### config.mk
export PLATFORM = sky130hd
export DESIGN_NAME = fft_dmem_dma
export DESIGN_NICKNAME = d
export VERILOG_FILES = /design/src/rtl/fft_dmem_dma.sv
export SDC_FILE = /design/constraint.sdc
export NUM_CORES = 1
export LEC_CHECK = 0
export CAP_MARGIN = 25
export CORE_AREA = 2 2 129 131
export CTS_CLUSTER_SIZE = 16
export DETAILED_ROUTE_END_ITERATION = 12
export DIE_AREA = 0 0 131 133
export PLACE_DENSITY = 0.78
export SETUP_SLACK_MARGIN = 0.2
export SLEW_MARGIN = 20
export SYNTH_ARGS = -nofsm -noshare
export SYNTH_HDL_FRONTEND = slang
export SYNTH_SLANG_ARGS = --single-unit
### constraint.sdc
create_clock -name clk -period 4.6 [get_ports clk]
set_clock_uncertainty 0.1 [all_clocks]
set_input_delay 0.92 -clock clk [delete_from_list [all_inputs] [get_ports clk]]
set_output_delay 0.92 -clock clk [all_outputs]
set_load 0.03 [all_outputs]
### src/rtl/fft_dmem_dma.sv
// fft_dmem_dma: moves one frame of N_POINTS complex samples from data memory into the FFT core
// (LOAD), then writes the core's result stream back to data memory (STORE).
// While idle, the memory port is passed straight through to the CPU load/store path.
//
// Ports:
//   clk, reset (async, active-low)      clock and reset
//   start, src_base, dst_base           frame request and byte base addresses
//   busy, done                          frame in flight / one-cycle completion pulse
//   cpu_we, cpu_addr, cpu_wdata         CPU side of the memory port
//   cpu_rdata, cpu_stall                CPU read data; stall while the port is owned here
//   mem_we, mem_addr, mem_wdata         data memory port (byte address)
//   mem_rdata                           combinational memory read data
//   fft_in_valid/ready/data             sample stream to the FFT core
//   fft_out_valid/ready/data            result stream from the FFT core
//
// Build option: define FFT_DMA_BITREV_EN to fetch samples in bit-reversed index order
// (for a DIT core). Results are always stored in natural order.

`timescale 1ns/1ps

module fft_dmem_dma #(
  parameter int unsigned N_POINTS = 8,
  parameter int unsigned CNT_W    = $clog2(N_POINTS) + 1
) (
  input  logic        clk,
  input  logic        reset,
  input  logic        start,
  input  logic [31:0] src_base,
  input  logic [31:0] dst_base,
  output logic        busy,
  output logic        done,
  input  logic        cpu_we,
  input  logic [31:0] cpu_addr,
  input  logic [31:0] cpu_wdata,
  output logic [31:0] cpu_rdata,
  output logic        cpu_stall,
  output logic        mem_we,
  output logic [31:0] mem_addr,
  output logic [31:0] mem_wdata,
  input  logic [31:0] mem_rdata,
  output logic        fft_in_valid,
  input  logic        fft_in_ready,
  output logic [31:0] fft_in_data,
  input  logic        fft_out_valid,
  output logic        fft_out_ready,
  input  logic [31:0] fft_out_data
);

  localparam int unsigned IDX_W = $clog2(N_POINTS);
  localparam logic [CNT_W-1:0] LastBeat = CNT_W'(N_POINTS - 1);

  typedef enum logic [1:0] {StIdle, StLoad, StStore, StDone} state_e;

  state_e             state_q, state_d;
  logic [CNT_W-1:0]   rd_cnt_q, rd_cnt_d;
  logic [CNT_W-1:0]   wr_cnt_q, wr_cnt_d;
  logic [31:0]        src_q, src_d;
  logic [31:0]        dst_q, dst_d;
  logic [IDX_W-1:0]   idx;
  logic [31:0]        rd_off, wr_off;
  logic               in_hs, out_hs;

  always_ff @(posedge clk or negedge reset) begin
    if (!reset) begin
      state_q  <= StIdle;
      rd_cnt_q <= '0;
      wr_cnt_q <= '0;
      src_q    <= '0;
      dst_q    <= '0;
    end else begin
      state_q  <= state_d;
      rd_cnt_q <= rd_cnt_d;
      wr_cnt_q <= wr_cnt_d;
      src_q    <= src_d;
      dst_q    <= dst_d;
    end
  end

  // Fetch index for the current read beat.
  always_comb begin
`ifdef FFT_DMA_BITREV_EN
    idx = '0;
    for (int i = 0; i < IDX_W; i++) begin
      idx[i] = rd_cnt_q[IDX_W-1-i];
    end
`else
    idx = rd_cnt_q[IDX_W-1:0];
`endif
  end

  // Byte offsets; 32-bit adds below wrap naturally.
  assign rd_off = {{(30 - IDX_W){1'b0}}, idx, 2'b00};
  assign wr_off = {{(30 - CNT_W){1'b0}}, wr_cnt_q, 2'b00};

  assign in_hs  = fft_in_valid && fft_in_ready;
  assign out_hs = fft_out_valid && fft_out_ready;

  always_comb begin
    state_d  = state_q;
    rd_cnt_d = rd_cnt_q;
    wr_cnt_d = wr_cnt_q;
    src_d    = src_q;
    dst_d    = dst_q;
    unique case (state_q)
      StIdle: begin
        if (start) begin
          src_d    = src_base;
          dst_d    = dst_base;
          rd_cnt_d = '0;
          wr_cnt_d = '0;
          state_d  = StLoad;
        end
      end
      StLoad: begin
        if (in_hs) begin
          rd_cnt_d = rd_cnt_q + CNT_W'(1);
          if (rd_cnt_q == LastBeat) state_d = StStore;
        end
      end
      StStore: begin
        if (out_hs) begin
          wr_cnt_d = wr_cnt_q + CNT_W'(1);
          if (wr_cnt_q == LastBeat) state_d = StDone;
        end
      end
      StDone: state_d = StIdle;
      default: state_d = StIdle;
    endcase
  end

  // Port mux and stream outputs. Outside IDLE the CPU side sees zeros and its writes are dropped.
  always_comb begin
    busy          = (state_q != StIdle);
    cpu_stall     = (state_q != StIdle);
    done          = (state_q == StDone);
    mem_we        = 1'b0;
    mem_addr      = '0;
    mem_wdata     = '0;
    cpu_rdata     = '0;
    fft_in_valid  = 1'b0;
    fft_in_data   = '0;
    fft_out_ready = 1'b0;
    unique case (state_q)
      StIdle: begin
        mem_we    = cpu_we;
        mem_addr  = cpu_addr;
        mem_wdata = cpu_wdata;
        cpu_rdata = mem_rdata;
      end
      StLoad: begin
        mem_addr     = src_q + rd_off;
        fft_in_valid = 1'b1;
        fft_in_data  = mem_rdata;
      end
      StStore: begin
        fft_out_ready = 1'b1;
        mem_addr      = dst_q + wr_off;
        mem_wdata     = fft_out_data;
        mem_we        = fft_out_valid;
      end
      default: ;
    endcase
  end

endmodule

==> summary.md <==
| Metric | Value |
|---|---|
| Critical path launch point type | `flop` |
| Final Util | `about three fifths` |
| Area grow syn2layout | `63.3%` |
| First-pass GRT wire length | `between 30,000 and 40,000 um` |
| IO Pins | `332` |
| Comb pwr share | `69.1%` |
| RSZ-0062 raised after global routing | `false` |
| Clock sink total | `74` |
| Largest net degree at the start of global routing | `between 50 and 60` |
| Final Hold Viols | `0` |
| Fraction of layout cells with a size suffix above 1 | `12.4%` |
| Mapped Avg Cell Area | `~9 um^2` |
| R2r setup slk | `approximately 2 ns` |
| Drt first-iter violations | `~390` |
| Number of flops mapped to enable cells by yosys | `0` |
| GR Util met2 | `a little under half` |
| Mapped Cells | `approximately 680` |
| CTS tree | `done` |
| Period minus WS final | `approximately 4.3 ns` |
| Remaining DRCs | `0` |
| Switching share of power | `between 40% and 50%` |
| Number of max-cap violations | `0` |
| Nets@finish | `1,190` |
| Fmax | `232 MHz` |
| Distinct cell type count after synthesis | `54` |
| Cells after DPL | `1,186` |
| Reg clk slew, reported paths | `approximately 0.060 ns` |
| GP Congestion | `slightly below 0.9` |
| Synth Cell Area | `between 6000 and 7000 um^2` |
| Worst skew pair latency | `0.35 ns` |
| Pins over their slew limit | `0` |
| Die Area | `between 15,000 and 20,000 um^2` |
| Leakage | `3.81 nW` |
| Final worst path period share | `between 90% and 100%` |
| Path type of the worst min-delay path | `reg2reg` |
| Clk buf depth | `2` |
| Worst setup path end | `mem_addr[25]` |
| GRT met3 Usage | `6.79%` |
| Setup TNS | `0 ns` |
| Worst Tran Pin Value | `~0.89 ns` |
| Routed len/inst | `~20 um` |
| Reg2Reg Depth | `7` |
| Grt peak-use layer | `met2` |
| Chip Height | `between 100 and 150 um` |
| VDD IR max | `0.584 mV` |
| Internal power | `around 3.6 mW` |
| Routed vias | `6,648` |
| Kind of end point of the critical path | `primary output` |
| DR pass1 iterations | `5` |
| Detailed Route WL | `approximately 25,000 um` |
| GRT Overall Usage | `a little over a quarter` |
| Final setup violation count | `0` |
| Die width | `between 100 and 150 um` |
| CTS H-Tree Depth | `3` |
| Reg power frac | `roughly a fifth` |
| Worst path cell trace | `ha_1, o21a_1, a21oi_1, buf_4, nor4_1, mux2_2, a31oi_1, clkdlybuf4s50_1` |
| Gr ovfl total | `0` |
| Yosys warns | `0` |
| Worst path max stage delay | `0.74 ns` |
| Initial antenna violation count | `1` |
| Crit-path slowest cell | `clkdlybuf4s50_1` |
| Critical path origin | `wr_cnt_q[2]` |
| Post-route cell area | `~9800 um^2` |
| Met1 usage | `a little under a third` |
| Core box area | `roughly 16,000 um^2` |
| Vias in the first global route | `~6,400` |
| Placed cell area | `9510 um^2` |
| #FFs+latches synth | `74` |
| Initial Util | `between 30% and 40%` |
| Clk network pwr share | `between 10% and 20%` |
| FF-to-FF End | `rd_cnt_q[2]` |
| WP data required | `around 3.6 ns` |
| Syn Nets | `891` |
| Final ANT Viol Nets | `0` |
| WP data arrival | `3.29 ns` |
| Port Buffers | `between 300 and 400` |
| Dpl hpwl | `19,000 um` |
| Num CTS Buffers | `9` |
| Pwr dens | `a little over 700 nW/um^2` |
| Switching Power | `between 3 and 4 mW` |
| Via density | `between 5 and 6` |
| Relative slew margins | `40.8%` |
| Clock Tree Root | `clkbuf_16` |
| Critical register-to-register path startpoint | `state_q[0]` |
| Outcome | `finished, final reports clean` |
| Post-CTS Setup Inserts | `0` |
| Non-filler instance count after layout | `1,203` |
| Ys flop type | `dfrtp_1` |
| CP max FO | `20` |
| Seq/Total Area, Yosys | `30.7%` |
| Site row count | `47` |
| Asr flop ratio synth | `100%` |
| CP Class | `reg2out` |
[synthesized netlist by cell type (3+ instances only)]
library cell | instances | share of area, %
dfrtp_1 | 74 | 31
mux2_2 | 74 | 14
and2_1 | 68 | 7.1
clkbuf_1 | 47 | 2.9
nand2_1 | 47 | 2.9
a22o_1 | 35 | 5.1
o21ai_0 | 23 | 1.9
nor2_1 | 22 | 1.4
a21oi_1 | 19 | 1.6
a31oi_1 | 19 | 2.0
nand3_1 | 19 | 1.6
nor3_1 | 18 | 1.5
nor4_1 | 16 | 1.7
inv_1 | 14 | 0.87
nand2b_1 | 14 | 1.5
ha_1 | 13 | 2.7
nand4_1 | 13 | 1.3
a222oi_1 | 8 | 1.3
and4_1 | 8 | 1.2
o21a_1 | 8 | 1.0
o31a_1 | 8 | 1.2
or3_1 | 7 | 0.73
xnor2_1 | 7 | 1.0
a22oi_1 | 6 | 0.75
a32oi_1 | 6 | 0.87
buf_1 | 6 | 0.37
nand4b_1 | 6 | 0.87
o311ai_0 | 6 | 0.87
xor2_1 | 6 | 0.87
a21o_1 | 5 | 0.62
and3_1 | 5 | 0.52
nor3b_1 | 5 | 0.62
or2_2 | 5 | 0.52
a211oi_1 | 4 | 0.50
nand3b_1 | 4 | 0.50
a41oi_1 | 3 | 0.44
nor2b_1 | 3 | 0.31
o211ai_1 | 3 | 0.37
or4_1 | 3 | 0.37
[sequential cells by signal, indices dropped and copies added, names as in the netlist]
register,cells
dst_q,32
rd_cnt_q,4
src_q,32
state_q,2
wr_cnt_q,4
[layer usage]
metal / routed length, um / vias up / part of all wire [%]
li1: - / 3141 / -
met1: 9230 / 3183 / 38
met2: 12500 / 275 / 51
met3: 2000 / 49 / 8.2
met4: 806 / 0 / 3.3
met5: 0 / - / 0
[cells by family (layout without fill, tap and decap cells)]
logic type / after synthesis / after routing / share of synthesized area [%]
muxes: 78 / 78 / 14.7
xor gates and xnor gates: 13 / 13 / 1.89
buffers and inverters: 71 / 375 / 4.63
DFF: 74 / 74 / 30.7
other: 0 / 1 / 0
adders and majority gates: 15 / 15 / 3.36
and+or+nand+nor: 267 / 267 / 25.1
AOI/OAI and AO/OA: 160 / 160 / 19.6
[how the worst min path moves through the flow]
stage                     startpoint        to  slack, ns  cells after the start
after CTS                   src_q[0]  src_q[0]       0.41                      1
after detailed placement    src_q[0]  src_q[0]       0.40                      1
after global routing        dst_q[4]  dst_q[4]       0.43                      1
final                       src_q[0]  src_q[0]       0.41                      1
after global placement      src_q[1]  src_q[1]       0.39                      1
after floorplan             src_q[0]  src_q[0]       0.38                      1
[final cells by class]
type,instances,area (um^2)
Clock inverter,7,93.8
Multi-Input combinational cell,533,3930
Fill cell,1437,6320
Tap cell,220,275
Antenna cell,1,2.50
Sequential cell,74,1850
Inverter,15,56.3
Timing Repair Buffer,344,3420
Clock buffer,9,225
[layout by cell type (no fill, tap or decap), types with 14 or more instances in the layout]
cell type	count
dfrtp_1	74
nand3_1	19
clkdlybuf4s50_1	321
mux2_2	74
o21ai_0	23
nand2_1	46
a31oi_1	19
nor2_1	21
and2_1	68
nor3_1	18
nand2b_1	14
a21oi_1	19
a22o_1	35
nor4_1	16
inv_1	14
[through the flow]
stage               hold WS, ns  setup slack [ns]  power [mW]
CTS                       0.414             0.253        7.01
detailed placement        0.401             0.469        6.22
floorplan                 0.379              1.03        4.31
global placement          0.390             0.581        6.16
global route              0.428             0.212        7.38
finish                    0.410             0.290        6.99
[critical path, delay by kind of cell (launching register included)]
kind | cells | cell delay [ns]
AO/OA/AOI/OAI | 3 | 0.45
adder cells (fa/ha/maj) | 1 | 0.38
buffers and inverters | 2 | 0.94
flip-flops | 1 | 0.44
multiplexers | 1 | 0.41
AND/OR/NAND/NOR | 1 | 0.31
[power groups by stage]
stage,clock (mW),combinational (mW),sequential (mW)
4_1_cts,0.777,4.85,1.38
2_1_floorplan,0,3.08,1.24
6_report,0.771,4.83,1.39
5_1_grt,0.804,5.13,1.44
3_3_place_gp,0,4.79,1.37
3_5_place_dp,0,4.83,1.39
[repair_timing]
item	4_1_cts	5_1_grt
endpoints found under the hold margin	0	0
setup endpoints to repair	5	7
resized for setup	4	7
hold buffers	0	0
Power figures use the tool's default switching activity.
